**src/rtl/vcve2_vlsu_sequencer_if.sv**
```systemverilog
// LSU bus bundle between the vector sequencer (master) and the core LSU (slave).
// Signal names mirror the lsu_* ports of the sequencer without direction suffixes.
interface vcve2_vlsu_sequencer_if;
  logic        req;
  logic        we;
  logic [31:0] addr;
  logic [31:0] wdata;
  logic        gnt;
  logic        rvalid;
  logic        err;
  logic [31:0] rdata;

  modport master (
    output req,
    output we,
    output addr,
    output wdata,
    input  gnt,
    input  rvalid,
    input  err,
    input  rdata
  );

  modport slave (
    input  req,
    input  we,
    input  addr,
    input  wdata,
    output gnt,
    output rvalid,
    output err,
    output rdata
  );
endinterface

```
**src/rtl/vcve2_vlsu_sequencer.sv**
```systemverilog
// Splits one vector load/store into single-element LSU transactions,
// one outstanding at a time; passes scalar LSU traffic through when idle.
module vcve2_vlsu_sequencer #(
  parameter int unsigned VL_W = 5
) (
  input  logic                  clk_i,
  input  logic                  rst_ni,

  input  logic                  start_i,
  input  logic                  is_store_i,
  input  logic [31:0]           base_addr_i,
  input  logic [31:0]           stride_i,
  input  logic [VL_W-1:0]       vl_i,
  output logic                  busy_o,
  output logic                  done_o,
  output logic                  err_o,

  input  logic                  scalar_req_i,
  input  logic [31:0]           scalar_addr_i,
  input  logic                  scalar_we_i,
  input  logic [31:0]           scalar_wdata_i,
  output logic                  scalar_gnt_o,

  vcve2_vlsu_sequencer_if.master lsu,

  output logic [VL_W-1:0]       vrf_idx_o,
  input  logic [31:0]           vrf_rdata_i,
  output logic                  vrf_we_o,
  output logic [31:0]           vrf_wdata_o
);

  localparam logic [1:0] S_IDLE = 2'd0;
  localparam logic [1:0] S_REQ  = 2'd1;
  localparam logic [1:0] S_WAIT = 2'd2;
  localparam logic [1:0] S_DONE = 2'd3;

  logic [1:0]      state_q, state_d;
  logic [VL_W-1:0] idx_q, idx_d;
  logic [VL_W-1:0] vl_q, vl_d;
  logic [31:0]     addr_q, addr_d;
  logic [31:0]     stride_q, stride_d;
  logic            store_q, store_d;
  logic            err_q, err_d;

  logic            idle;
  logic            in_req;
  logic            in_wait;
  logic            last_elem;
  logic            resp_ok;

  assign idle      = (state_q == S_IDLE);
  assign in_req    = (state_q == S_REQ);
  assign in_wait   = (state_q == S_WAIT);
  assign last_elem = (idx_q == vl_q - 1'b1);
  assign resp_ok   = in_wait & lsu.rvalid & ~lsu.err;

  always_comb begin
    state_d  = state_q;
    idx_d    = idx_q;
    vl_d     = vl_q;
    addr_d   = addr_q;
    stride_d = stride_q;
    store_d  = store_q;
    err_d    = err_q;
    case (state_q)
      S_IDLE: begin
        if (start_i) begin
          store_d  = is_store_i;
          addr_d   = base_addr_i;
          stride_d = stride_i;
          vl_d     = vl_i;
          idx_d    = '0;
          err_d    = 1'b0;
          state_d  = (vl_i == '0) ? S_DONE : S_REQ;
        end
      end
      S_REQ: begin
        if (lsu.gnt) begin
          state_d = S_WAIT;
        end
      end
      S_WAIT: begin
        if (lsu.rvalid) begin
          if (lsu.err) begin
            err_d   = 1'b1;
            state_d = S_DONE;
          end else if (last_elem) begin
            state_d = S_DONE;
          end else begin
            // Address wraps modulo 2**32; negative strides walk down.
            idx_d   = idx_q + 1'b1;
            addr_d  = addr_q + stride_q;
            state_d = S_REQ;
          end
        end
      end
      S_DONE: begin
        state_d = S_IDLE;
      end
      default: begin
        state_d = S_IDLE;
      end
    endcase
  end

  always_ff @(posedge clk_i or negedge rst_ni) begin
    if (!rst_ni) begin
      state_q  <= S_IDLE;
      idx_q    <= '0;
      vl_q     <= '0;
      addr_q   <= '0;
      stride_q <= '0;
      store_q  <= 1'b0;
      err_q    <= 1'b0;
    end else begin
      state_q  <= state_d;
      idx_q    <= idx_d;
      vl_q     <= vl_d;
      addr_q   <= addr_d;
      stride_q <= stride_d;
      store_q  <= store_d;
      err_q    <= err_d;
    end
  end

  // The LSU port belongs to the scalar pipe only while idle.
  always_comb begin
    if (idle) begin
      lsu.req   = scalar_req_i;
      lsu.we    = scalar_we_i;
      lsu.addr  = scalar_addr_i;
      lsu.wdata = scalar_wdata_i;
    end else begin
      lsu.req   = in_req;
      lsu.we    = in_req & store_q;
      lsu.addr  = addr_q;
      lsu.wdata = vrf_rdata_i;
    end
  end

  assign scalar_gnt_o = idle & lsu.gnt;
  assign busy_o       = ~idle;
  assign done_o       = (state_q == S_DONE);
  assign err_o        = done_o & err_q;

  assign vrf_idx_o    = idx_q;
  assign vrf_we_o     = resp_ok & ~store_q;
  assign vrf_wdata_o  = lsu.rdata;

endmodule

```
**src/flat_wrapper.sv**
```systemverilog
// flat-port wrapper written by rule: the top's interface ports become plain ports
module vcve2_vlsu_sequencer_flat 
#(
  parameter int unsigned VL_W = 5
)
  (clk_i, rst_ni, start_i, is_store_i, base_addr_i, stride_i, vl_i, busy_o, done_o, err_o, scalar_req_i, scalar_addr_i, scalar_we_i, scalar_wdata_i, scalar_gnt_o, vrf_idx_o, vrf_rdata_i, vrf_we_o, vrf_wdata_o, lsu_req, lsu_we, lsu_addr, lsu_wdata, lsu_gnt, lsu_rvalid, lsu_err, lsu_rdata);
  vcve2_vlsu_sequencer_if lsu_i ();
  input  logic clk_i;
  input  logic rst_ni;
  input  logic start_i;
  input  logic is_store_i;
  input  logic [31:0] base_addr_i;
  input  logic [31:0] stride_i;
  input  logic [VL_W-1:0] vl_i;
  output logic busy_o;
  output logic done_o;
  output logic err_o;
  input  logic scalar_req_i;
  input  logic [31:0] scalar_addr_i;
  input  logic scalar_we_i;
  input  logic [31:0] scalar_wdata_i;
  output logic scalar_gnt_o;
  output logic [VL_W-1:0] vrf_idx_o;
  input  logic [31:0] vrf_rdata_i;
  output logic vrf_we_o;
  output logic [31:0] vrf_wdata_o;
  output wire logic [$bits(lsu_i.req)-1:0] lsu_req;
  output wire logic [$bits(lsu_i.we)-1:0] lsu_we;
  output wire logic [$bits(lsu_i.addr)-1:0] lsu_addr;
  output wire logic [$bits(lsu_i.wdata)-1:0] lsu_wdata;
  input wire logic [$bits(lsu_i.gnt)-1:0] lsu_gnt;
  input wire logic [$bits(lsu_i.rvalid)-1:0] lsu_rvalid;
  input wire logic [$bits(lsu_i.err)-1:0] lsu_err;
  input wire logic [$bits(lsu_i.rdata)-1:0] lsu_rdata;
  assign lsu_req = lsu_i.req;
  assign lsu_we = lsu_i.we;
  assign lsu_addr = lsu_i.addr;
  assign lsu_wdata = lsu_i.wdata;
  assign lsu_i.gnt = lsu_gnt;
  assign lsu_i.rvalid = lsu_rvalid;
  assign lsu_i.err = lsu_err;
  assign lsu_i.rdata = lsu_rdata;
  vcve2_vlsu_sequencer #(.VL_W(VL_W)) u_core (.clk_i(clk_i), .rst_ni(rst_ni), .start_i(start_i), .is_store_i(is_store_i), .base_addr_i(base_addr_i), .stride_i(stride_i), .vl_i(vl_i), .busy_o(busy_o), .done_o(done_o), .err_o(err_o), .scalar_req_i(scalar_req_i), .scalar_addr_i(scalar_addr_i), .scalar_we_i(scalar_we_i), .scalar_wdata_i(scalar_wdata_i), .scalar_gnt_o(scalar_gnt_o), .lsu(lsu_i), .vrf_idx_o(vrf_idx_o), .vrf_rdata_i(vrf_rdata_i), .vrf_we_o(vrf_we_o), .vrf_wdata_o(vrf_wdata_o));
endmodule
```
**config.mk**
```make
export PLATFORM = sky130hd
export DESIGN_NAME = vcve2_vlsu_sequencer_flat
export DESIGN_NICKNAME = d
export VERILOG_FILES = /design/src/rtl/vcve2_vlsu_sequencer_if.sv /design/src/rtl/vcve2_vlsu_sequencer.sv /design/src/flat_wrapper.sv
export SDC_FILE = /design/constraint.sdc
export NUM_CORES = 1
export LEC_CHECK = 0
export CAP_MARGIN = 0
export CORE_MARGIN = 2
export CORE_UTILIZATION = 35
export CTS_CLUSTER_SIZE = 24
export DETAILED_ROUTE_END_ITERATION = 6
export DONT_BUFFER_PORTS = 1
export SLEW_MARGIN = 20
export SYNTH_ARGS = -nofsm -noshare
export SYNTH_HDL_FRONTEND = slang
export SYNTH_SLANG_ARGS = --single-unit
```
**constraint.sdc**
```tcl
create_clock -name clk_i -period 5.3 [get_ports clk_i]
set_input_delay 0.795 -clock clk_i [delete_from_list [all_inputs] [get_ports clk_i]]
set_output_delay 0.795 -clock clk_i [all_outputs]
set_load 0.05 [all_outputs]
```
# --- Word level (Yosys, flattened, before mapping) ---
# Index checks and enable logic that the tools add are counted.
# W data, S select, Z words.
word_totals:
  register_bits: 78
  output_inout_bits: 108
  in_bits: 206
  rom_bits: 0
  ram_bits: 0
  latch_bits: 0
  n_memories: 0
classes:
  add_sub_neg: 3
  n_mul: 0
  div_mod_pow: 0
  reduce_logical: 7
  n_shift: 0
  bitwise_logic: 9
  n_lt_le_gt_ge: 0
  n_eq_ne: 10
  muxes: 25
ops:
  columns: ["cell", "count"]
  rows:
  - ["$mux W32", 6]
  - ["$pmux W32 S2", 1]
  - ["$add A32 B32 Y32", 1]
  - ["$mux W5", 4]
  - ["$mux W2", 6]
  - ["$ne A2 B2 Y1 const B", 6]
  - ["$pmux W5 S2", 1]
  - ["$pmux W2 S4", 1]
  - ["$and A1 B1 Y1", 6]
  - ["$add A5 B1 Y5 const B", 1]
  - ["$eq A5 B5 Y1", 1]
  - ["$logic_not A5 Y1", 1]
  - ["$mux W1", 5]
  - ["$reduce_and A5 Y1", 1]
  - ["$sub A5 B1 Y5 const B", 1]
  - ["$eq A2 B2 Y1 const B", 2]
  - ["$reduce_and A4 Y1", 1]
  - ["$not A1 Y1", 3]
  - ["$reduce_and A3 Y1", 1]
  - ["$eq A2 B1 Y1 const B", 1]
  - ["$logic_not A2 Y1", 1]
  - ["$pmux W1 S2", 1]
  - ["$reduce_and A2 Y1", 1]
  - ["$reduce_bool A2 Y1", 1]

# --- Logic depth before layout (Yosys ltp) ---
# Gate-level depths: netlist of the first run.
depth:
  word_depth: 6
  mapped_depth: 10
  mapped_depth_nobuf: 10

# --- Least setup slack after synthesis of the first run ---
# Ideal clock, no wire load.
synth_path:
  path_kind: "register -> register"
  from: "register u_core.stride_q[0]"
  to: "register u_core.addr_q[24]"
  setup_slack_ps: 2761
  required_time_ps: 5223
  path_stages_with_launch: 11
  arrival_time_ps: 2462
  cell_sequence: "dfrtp_1 > ha_1 > fa_1 > a21oi_1 > o211a_1 > o21ai_1 > a21o_1 > o211ai_1 > o22ai_1 > mux2_1 > a21oi_1"
synth_via:
  elab_chain_len: 5
synth_rtl:
  columns: ["item", "line", "rtl"]
  rows:
  - ["start, declared", "vcve2_vlsu_sequencer.sv:41", "logic [31:0] stride_q, stride_d;"]
  - ["start signal, assigned", "vcve2_vlsu_sequencer.sv:120", "stride_q <= stride_d;"]
  - ["$add A32 B32 Y32", "vcve2_vlsu_sequencer.sv:92", "addr_d = addr_q + stride_q;"]
  - ["$mux W32", "vcve2_vlsu_sequencer.sv:87", "end else if (last_elem) begin"]
  - ["$mux W32", "vcve2_vlsu_sequencer.sv:84", "if (lsu.err) begin"]
  - ["$mux W32", "vcve2_vlsu_sequencer.sv:83", "if (lsu.rvalid) begin"]
  - ["$pmux W32 S2", "vcve2_vlsu_sequencer.sv:65", "case (state_q)"]
  - ["end signal, assigned", "vcve2_vlsu_sequencer.sv:119", "addr_q <= addr_d;"]
  - ["end, declared", "vcve2_vlsu_sequencer.sv:40", "logic [31:0] addr_q, addr_d;"]
# Every way passes these cells. The select of a mux whose other input is x is not followed.
# A chain may end at the register's enable or synchronous reset.

# --- Worst setup path after layout of the first run ---
layout_path:
  from: "register u_core.state_q[0]"
  to: "output port lsu_wdata[6]"
layout_via:
  elab_chain_len: 2
layout_rtl:
  columns: ["item", "line", "rtl"]
  rows:
  - ["start, declared", "vcve2_vlsu_sequencer.sv:37", "logic [1:0] state_q, state_d;"]
  - ["start signal, assigned", "vcve2_vlsu_sequencer.sv:116", "state_q <= state_d;"]
  - ["$logic_not A2 Y1", "vcve2_vlsu_sequencer.sv:51", "assign idle = (state_q == S_IDLE);"]
  - ["$mux W32", "vcve2_vlsu_sequencer.sv:128", "if (idle) begin"]
  - ["end, declared", "flat_wrapper.sv:30", "output wire logic [$bits(lsu_i.wdata)-1:0] lsu_wdata;"]
# Every way passes these cells.

==> out/qor.yml, run 1 <==
die_w_um: 136
post_cts_buffers: 0
cp_max_fo: 56
cts_resized: 0
synth-async-reset-ratio_pct: 100
irDropWorstVdd_mv: 0.361
fin_nets: 920
wl_met3_um: 1410
min_path_type: "input pin to async pin"
clock_path_buffers: 2
syn-num-nets: 969
antenna_left: 0
setup_tns_ps: 0
powerDensity_mw_per_mm2: 917
grt_usage_pct: 19.6
grt_pass1_vias: 4677
critPathArrivalTime_ps: 2500
skew_ps: 6.44
ys_ff_latch: 78
drt-pass1-iter-count: 4
crit_required_ps: 4510
tightest_slew_ps: 922
ys_seq_area_share_pct: 31.9
cts_inserted_buffers: 9
synth_cell_types: 64
htreeDepth: 3
syn_area_mm2: 0.00612
synth_cells: 729
route.detailed.drc: 0
m1WireLength_um: 7550
cpPeakStageDelay_ps: 630
min_period_ps: 3290
maxSlewHeadroom_pct: 38.5
path_cells: "nor2_4 -> buf_4 -> mux2_2"
area_growth_pct: 4.25
grt_pass1_wl_um: 27000
fp-row-count: 48
via_count: 4975
rsz0062_at_grt: "no"
drt-total-wl_um: 18700
path_clk_slew_ps: 70
insertion_delay_ps: 350
crit_buf_inv: 1
clock-root-buffer: "clkbuf_16"
avgRoutedWirePerCell_um: 20.5
synth-edff-count: 0
crit_family: "buffers and inverters"
grt_overflow: 0
grt_max_degree: 79
drive_gt1_share_pct: 15.5
dieHeight_um: 136
seq_area_mm2: 0.00195
top_layer: "met5"
synth_warnings: 0
drt-initial-drc-count: 360
reg2reg_from: "u_core.vrf_idx_o[2]"
p_leak_nw: 2.87
avgViaCountPerCell: 5.46
cts.sinks: 78
numPortBuffers: 0
setup_viol: 0
fin_util_pct: 37.1
max-cap-violations: 0
fp.dieArea_mm2: 0.0186
cpMaxStageDelayCell: "buf_4"
cts_tree: "done"
startpoint_type: "flip-flop"
synth_ff_type: "dfrtp_1"
cp-end-kind: "primary output"
timing.rr.end: "u_core.addr_q[28]"
path_class: "flip-flop to primary output"
start_util_pct: 35.6
antenna_found_initial: 2
period_share_pct: 62.1
met2_length_um: 9520
fillers: 1796
finalMaxSlewViolations: 0
rrSetupSlack_ps: 2350
reg2reg_depth: 8
hold_buffers: 0
io_pins: 314
dpl.hpwl_um: 14400
multiInputGateArea_mm2: 0.00376
fmaxAchievable_mhz: 304
syn_area_per_cell_um2: 8.39
hold_viol_final: 0
status: "complete, no violations"
coreArea_mm2: 0.0172
place.gp.congestion: 0.851
power.total_mw: 5.85
## report_power, final
group          internal (mW)  switching (mW)  leakage [nW]
Sequential             0.872           0.287         0.952
Clock                  0.329           0.285         0.143
Combinational           1.37            2.71          1.78
Total                   2.57            3.28          2.87
## cells by family (layout without fill, tap and decap cells)
kind of cell | Yosys count | count (layout) | synth area share (%)
adders and majority gates | 34 | 34 | 7.08
xor gates and xnor gates | 32 | 32 | 4.58
buffers and inverters | 79 | 35 | 7.02
and+or+nand+nor | 278 | 278 | 20.0
muxes | 69 | 69 | 12.7
AOI/OAI and AO/OA | 159 | 159 | 16.7
DFF | 78 | 78 | 31.9
other | 0 | 1 | 0
## per-layer routing
metal / track usage, % / vias to the layer above
li1: - / 2413
met1: 23.0 / 2358
met2: 35.2 / 188
met3: 5.29 / 14
met4: 4.63 / 2
met5: 0 / -
## how the worst max path moves through the flow
stage	from	endpoint	slack [ps]	depth (start not counted)
after floorplan	u_core.stride_q[0]	u_core.addr_q[24]	2760	10
after global placement	u_core.vrf_idx_o[2]	u_core.addr_q[28]	2070	8
after detailed placement	u_core.vrf_idx_o[2]	u_core.addr_q[28]	2000	8
after CTS	u_core.vrf_idx_o[2]	u_core.addr_q[28]	1940	8
after global routing	u_core.state_q[0]	lsu_wdata[17]	1850	3
final	u_core.state_q[0]	lsu_wdata[6]	2010	3
## synthesized netlist by cell type (6+ instances only)
cell type	count	share of area, %
nand4_1	9	0.92
inv_1	13	0.80
xnor2_1	13	1.9
a31oi_1	9	0.92
nor2_1	56	3.4
nor3_1	10	0.82
nand2_1	157	9.6
clkbuf_1	23	1.4
buf_4	33	4.0
nand2b_1	6	0.61
dfrtp_1	78	32
nand3_1	7	0.57
a21o_1	14	1.7
and3_1	9	0.92
ha_1	33	6.7
mux2_2	64	12
o21ai_1	8	0.65
buf_2	7	0.57
o21ai_0	24	2.0
xor2_1	19	2.7
a21oi_1	64	5.2
## cell usage in the layout, fill, tap and decap left out, types with 3 or more instances in the layout
master / instances
o21a_1: 3
o211ai_1: 4
nor2b_1: 3
inv_6: 4
mux2i_1: 3
ha_1: 33
xnor2_1: 13
inv_1: 13
nand2_1: 156
mux2_2: 64
and3_1: 9
a21oi_1: 64
xor2_1: 19
nor3_1: 10
nand2b_1: 5
nor2_1: 54
o21ai_0: 24
buf_4: 6
dfrtp_1: 78
clkbuf_16: 9
a21o_1: 14
a211oi_1: 4
a31oi_1: 9
nand3_1: 7
o21ai_1: 8
o22ai_1: 4
nand4_1: 9
o211a_1: 3
and2_1: 3
## state kept, by name, indices dropped and copies added, names as in the netlist
name,cells
u_core.addr_q,32
u_core.stride_q,32
u_core.vl_q,5
u_core.vrf_idx_o,5
u_core.state_q,2
u_core.err_q,1
u_core.store_q,1
## layout make-up
cell class | instances | share of cell area [%]
clock inverter | 7 | 1.00
multi-input combinational | 572 | 58.9
clock buffer | 9 | 3.53
timing repair buffer | 6 | 0.706
antenna | 1 | 0.0392
inverter | 13 | 0.765
tap | 225 | 4.41
sequential | 78 | 30.6
## per-stage QoR
| step | area (um2) | std cells | hold slack, ps | worst slack (ps) |
|---|---|---|---|---|
| global route | 6380 | 911 | 115 | 1850 |
| CTS | 6370 | 910 | 123 | 1940 |
| global placement | 6080 | 894 | 468 | 2070 |
| finish | 6380 | 911 | 139 | 2010 |
| detailed placement | 6080 | 894 | 474 | 2000 |
| floorplan | 6120 | 729 | 452 | 2760 |
(Power assumes the default switching activity.)
==> run 2, diff against run 1 <==
==> constraint.sdc (replaced) <==
create_clock -name clk_i -period 3.4 [get_ports clk_i]
set_input_delay 0.51 -clock clk_i [delete_from_list [all_inputs] [get_ports clk_i]]
set_output_delay 0.51 -clock clk_i [all_outputs]
set_load 0.05 [all_outputs]
==> run 2 against run 1 <==
Combinational power increased by 59%. Wire length increased by 3.0%. First-iteration DRC count decreased by 1.7%. Critical path depth increased by 7. Setup slack got worse by 1500 ps. Sequential power increased by 53%. Sequential share of layout area decreased by 0.50 points. Register-to-register slack got worse by 1800 ps. Hold slack got worse by 71 ps. Total power increased by 58%. Via count unchanged. Largest cell class unchanged. Highest routed layer unchanged.
==> out/qor.yml, run 2 (synthesis results as in run 1) <==
min_path_type: "input pin to async pin"
hold_viol_final: 0  # unchanged
fin_nets: 928  # +0.87%
numPortBuffers: 0  # unchanged
rsz0062_at_grt: "no"
avgRoutedWirePerCell_um: 20.9  # +1.9%
drt-initial-drc-count: 354  # -1.7%
reg2reg_depth: 10  # +2
cts.sinks: 78  # unchanged
cp.depth: 10  # +7
final_cell_mix: "nand2_1, dfrtp_1, mux2_2, a21oi_1, nor2_1"
max-cap-violations: 0  # unchanged
grt_pass1_wl_um: 28000  # +3.9%
htreeDepth: 3  # unchanged
grt_max_degree: 79  # unchanged
placed_cells: 901  # +0.78%
path_class: "flip-flop to flip-flop"
antenna_left: 0  # unchanged
coreArea_mm2: 0.0172  # unchanged
p_leak_nw: 2.93  # +2.2%
cts_tree: "done"
rrSetupSlack_ps: 510  # -1840 ps
final_common_cell: "nand2_1"
grt_usage_pct: 20.3  # +0.75 points
grt_pass1_vias: 4859  # +3.9%
cts_resized: 0  # unchanged
setup_tns_ps: 0  # unchanged
fmaxAchievable_mhz: 346
drt-total-wl_um: 19200  # +3.0%
cpPeakStageDelay_ps: 410  # -220 ps
cp-end-kind: "flip-flop"
via_count: 4975  # unchanged
path_clk_slew_ps: 60  # about the same
avgViaCountPerCell: 5.41  # -0.98%
io_pins: 314  # unchanged
fp-row-count: 48  # unchanged
drt-pass1-iter-count: 4  # unchanged
cp_max_fo: 4  # -93%
cpMaxStageDelayCell: "fa_1"
maxSlewHeadroom_pct: 41.6  # +3.1 points
dpl.hpwl_um: 14600  # +1.1%
status: "complete, no violations"
critPathArrivalTime_ps: 3160  # +660 ps
tightest_slew_ps: 873  # -49.6 ps
drive_gt1_share_pct: 16.2  # +0.69 points
crit_family: "compound AO/OA/AOI/OAI gates"
antenna_found_initial: 3  # +1
critPathLaunch: "u_core.addr_q[0]"
path_cells: "ha_1 -> fa_1 -> a21oi_1 -> o211a_1 -> o21ai_1 -> a21o_1 -> o211ai_1 -> o22ai_1 -> mux2_1 -> a21oi_1"
reg_top3: "u_core.addr_q (32), u_core.stride_q (32)"
startpoint_type: "flip-flop"
insertion_delay_ps: 340  # about the same
clock-root-buffer: "clkbuf_16"
area_growth_pct: 5.97
powerDensity_mw_per_mm2: 1430  # +56%
die_w_um: 136  # unchanged
crit_buf_inv: 0  # -1
route.detailed.drc: 0  # unchanged
dieHeight_um: 136  # unchanged
crit_required_ps: 3670  # -840 ps
irDropWorstVdd_mv: 0.720  # +100%
reg2reg_from: "u_core.addr_q[0]"
grt_overflow: 0  # unchanged
place.gp.congestion: 0.836  # -1.7%
finalMaxSlewViolations: 0  # unchanged
timing.rr.end: "u_core.addr_q[24]"
start_util_pct: 35.6  # unchanged
setup_viol: 0  # unchanged
cp-endpoint: "u_core.addr_q[24]"
period_share_pct: 85.1
crit_path_frequent_cell: "a21oi_1"
fp.dieArea_mm2: 0.0186  # unchanged
clock_path_buffers: 2  # unchanged
cts_inserted_buffers: 9  # unchanged
finalNonFillerCells: 920  # +0.99%
skew_ps: 9.43  # +2.99 ps
min_period_ps: 2890
-- run 2: cell types whose count changed in the layout (fill, tap and decap cells not counted), moves of 2 or more --
cell      change
clkinv_2      +3
clkinv_4      -2
clkbuf_8      +2
buf_4         +6
inv_6         -4
-- run 2: layout make-up --
class | instances | area, um2
diodes | 2 | 5.00
clock inverters | 4 | 45.0
fillers | 1768 | 10700
clock buffers | 12 | 256
multi-input cells | 572 | 3760
well taps | 225 | 282
repair buffers | 14 | 138
inverters | 13 | 48.8
flip-flops and latches | 78 | 1950
-- run 2: metal layers --
layer / part of all wire [%] / GRT usage, %
met5: 0.099 / 0
met1: 41 / 24.0
met2: 51 / 36.1
met3: 6.5 / 5.70
met4: 1.2 / 5.38
-- run 2: power by group --
part / total, mW / internal [mW] / switching (mW) / leakage [nW]
clock: 1.00 / 0.606 / 0.396 / 0.152
sequential: 1.78 / 1.36 / 0.415 / 0.952
combinational: 6.49 / 2.17 / 4.32 / 1.83
total: 9.27 / 4.14 / 5.13 / 2.93
-- run 2: per-stage QoR --
step | utilization, % | hold slack, ps | setup WS [ps] | area, um2 | power [mW]
after global routing | 37.7 | 85.6 | 354 | 6480 | 9.98
after CTS | 37.7 | 86.4 | 516 | 6480 | 9.31
after global placement | 35.8 | 220 | 608 | 6150 | 8.19
final | 37.7 | 67.4 | 508 | 6480 | 9.27
after floorplan | - | 214 | 861 | 6120 | 7.28
after detailed placement | 35.8 | 219 | 542 | 6150 | 8.23
-- run 2: timing repair --
item | 4_1_cts | 5_1_grt
buffers inserted | 0 | 0
hold buffers | 1 | 0
endpoints found under the hold margin | 78 | 0
-- run 2: how the worst min path moves through the flow --
stage | from | slack (ps) | end
after global placement | rst_ni | 220 | u_core.stride_q[24]
after global routing | rst_ni | 90 | u_core.addr_q[24]
after CTS | rst_ni | 90 | u_core.vrf_idx_o[3]
after floorplan | rst_ni | 210 | u_core.addr_q[0]
final | rst_ni | 70 | u_core.stride_q[22]
after detailed placement | rst_ni | 220 | u_core.stride_q[22]
==> run 3, diff against run 2 <==
--- a/config.mk
+++ b/config.mk
@@ -11,6 +11,7 @@
 export CTS_CLUSTER_SIZE = 24
 export DETAILED_ROUTE_END_ITERATION = 6
 export DONT_BUFFER_PORTS = 1
+export SKIP_CTS_REPAIR_TIMING = 1
 export SLEW_MARGIN = 20
 export SYNTH_ARGS = -nofsm -noshare
 export SYNTH_HDL_FRONTEND = slang
==> run 3 against run 2 <==
Flip-flop and latch count did not move. Clock-buffer cell count did not move. First-iteration DRC count fell by 4.5%. Combinational power barely moved. Wire length fell by 0.31%. Sequential share of layout area did not move. Critical endpoint unchanged. Largest power group unchanged.
==> out/qor.yml, run 3 (synthesis results as in run 1) <==
status: "complete, no violations"
cts.sinks: 78  # unchanged
area_growth_pct: 5.97  # unchanged
fp.dieArea_mm2: 0.0186  # unchanged
min_path_type: "input pin to async pin"
fin_nets: 928  # unchanged
finalMaxSlewViolations: 0  # unchanged
grt_pass1_vias: 4844  # -0.31%
path_class: "flip-flop to flip-flop"
die_w_um: 136  # unchanged
fp-row-count: 48  # unchanged
grt_max_degree: 79  # unchanged
crit_family: "compound AO/OA/AOI/OAI gates"
period_share_pct: 85.0  # about the same
reg2reg_from: "u_core.addr_q[0]"
crit_buf_inv: 0  # unchanged
coreArea_mm2: 0.0172  # unchanged
irDropWorstVdd_mv: 0.718  # -0.39%
startpoint_type: "flip-flop"
reg_top3: "u_core.addr_q (32), u_core.stride_q (32)"
place.gp.congestion: 0.836  # unchanged
min_period_ps: 2890  # -2.80 ps
placed_cells: 901  # unchanged
skew_ps: 9.46  # +0.0278 ps
cp-end-kind: "flip-flop"
via_count: 4998  # +0.46%
clock_path_buffers: 2  # unchanged
rsz0062_at_grt: "no"
p_leak_nw: 2.93  # unchanged
htreeDepth: 3  # unchanged
critPathArrivalTime_ps: 3160  # about the same
seq_area_mm2: 0.00195  # unchanged
drive_gt1_share_pct: 16.2  # unchanged
start_util_pct: 35.6  # unchanged
setup_tns_ps: 0  # unchanged
maxSlewHeadroom_pct: 41.6  # about the same
final_common_cell: "nand2_1"
fmaxAchievable_mhz: 346  # about the same
cp_max_fo: 4  # unchanged
hold_viol_final: 0  # unchanged
io_pins: 314  # unchanged
cpPeakStageDelay_ps: 410  # about the same
drt-total-wl_um: 19200  # -0.31%
antenna_left: 0  # unchanged
path_cells: "ha_1 -> fa_1 -> a21oi_1 -> o211a_1 -> o21ai_1 -> a21o_1 -> o211ai_1 -> o22ai_1 -> mux2_1 -> a21oi_1"
final_cell_mix: "nand2_1, dfrtp_1, mux2_2, a21oi_1, nor2_1"
multiInputGateArea_mm2: 0.00376  # unchanged
crit_path_frequent_cell: "a21oi_1"
critPathLaunch: "u_core.addr_q[0]"
dieHeight_um: 136  # unchanged
avgViaCountPerCell: 5.43  # +0.46%
avgRoutedWirePerCell_um: 20.8  # -0.31%
cts_tree: "done"
drt-pass1-iter-count: 6  # +2
path_clk_slew_ps: 60  # about the same
antenna_found_initial: 3  # unchanged
clock-root-buffer: "clkbuf_16"
route.detailed.drc: 0  # unchanged
setup_viol: 0  # unchanged
grt_pass1_wl_um: 28000  # unchanged
numPortBuffers: 0  # unchanged
crit_required_ps: 3670  # about the same
cts_inserted_buffers: 9  # unchanged
drt-initial-drc-count: 338  # -4.5%
grt_usage_pct: 20.3  # -0.032 points
fillers: 1768  # unchanged
dpl.hpwl_um: 14600  # unchanged
tightest_slew_ps: 873  # +0.0182 ps
powerDensity_mw_per_mm2: 1430  # about the same
fin_util_pct: 37.7  # unchanged
max-cap-violations: 0  # unchanged
reg2reg_depth: 10  # unchanged
grt_overflow: 0  # unchanged
cpMaxStageDelayCell: "dfrtp_1"
insertion_delay_ps: 340  # about the same
cp.depth: 10  # unchanged
finalNonFillerCells: 920  # unchanged
[run 3: cell counts in the layout (fill, tap and decap cells not counted)]
Identical to the previous run, type by type.
[run 3: per-stage QoR]
stage / power, mW / cell area [um2] / hold slack, ps / setup slack, ps
floorplan: 7.28 / 6120 / 214 / 861
global placement: 8.19 / 6150 / 220 / 608
detailed placement: 8.23 / 6150 / 219 / 542
CTS: 9.29 / 6450 / -152 / 516
global route: 9.98 / 6480 / 90.5 / 334
finish: 9.27 / 6480 / 76.2 / 511
[run 3: worst reg2reg max path, stage by stage (launching register included)]
cell      delay, ps
dfrtp_1         410
ha_1            240
fa_1            410
a21oi_1         250
o211a_1         230
o21ai_1         150
a21o_1          220
o211ai_1        310
o22ai_1         150
mux2_1          320
a21oi_1         130
[run 3: final timing paths]
path | to | slack [ps]
max reg2reg | u_core.addr_q[24] | 510
min in group clk_i | u_core.state_q[0] | 260
min reg2reg | u_core.stride_q[11] | 480
max | u_core.addr_q[24] | 510
min | u_core.addr_q[24] | 80
max in group asynchronous | u_core.addr_q[11] | 2990
[run 3: final cells by class]
cell class	count	share of cell area (%)
diodes	2	0.0772
clock buffers	12	3.96
multi-input cells	572	57.9
repair buffers	14	2.12
well taps	225	4.34
flip-flops and latches	78	30.1
clock inverters	4	0.695
inverters	13	0.753
[run 3: metal layers]
metal / vias up / track usage, % / routed length, um
li1: 2426 / - / -
met1: 2370 / 23.9 / 7770
met2: 182 / 36.1 / 9810
met3: 18 / 5.70 / 1320
met4: 2 / 5.38 / 241
met5: - / 0 / 13
[run 3: where the power goes]
part | switching, mW | internal (mW) | leakage, nW
registers | 0.416 | 1.36 | 0.952
clock network | 0.397 | 0.606 | 0.152
logic | 4.32 | 2.17 | 1.83
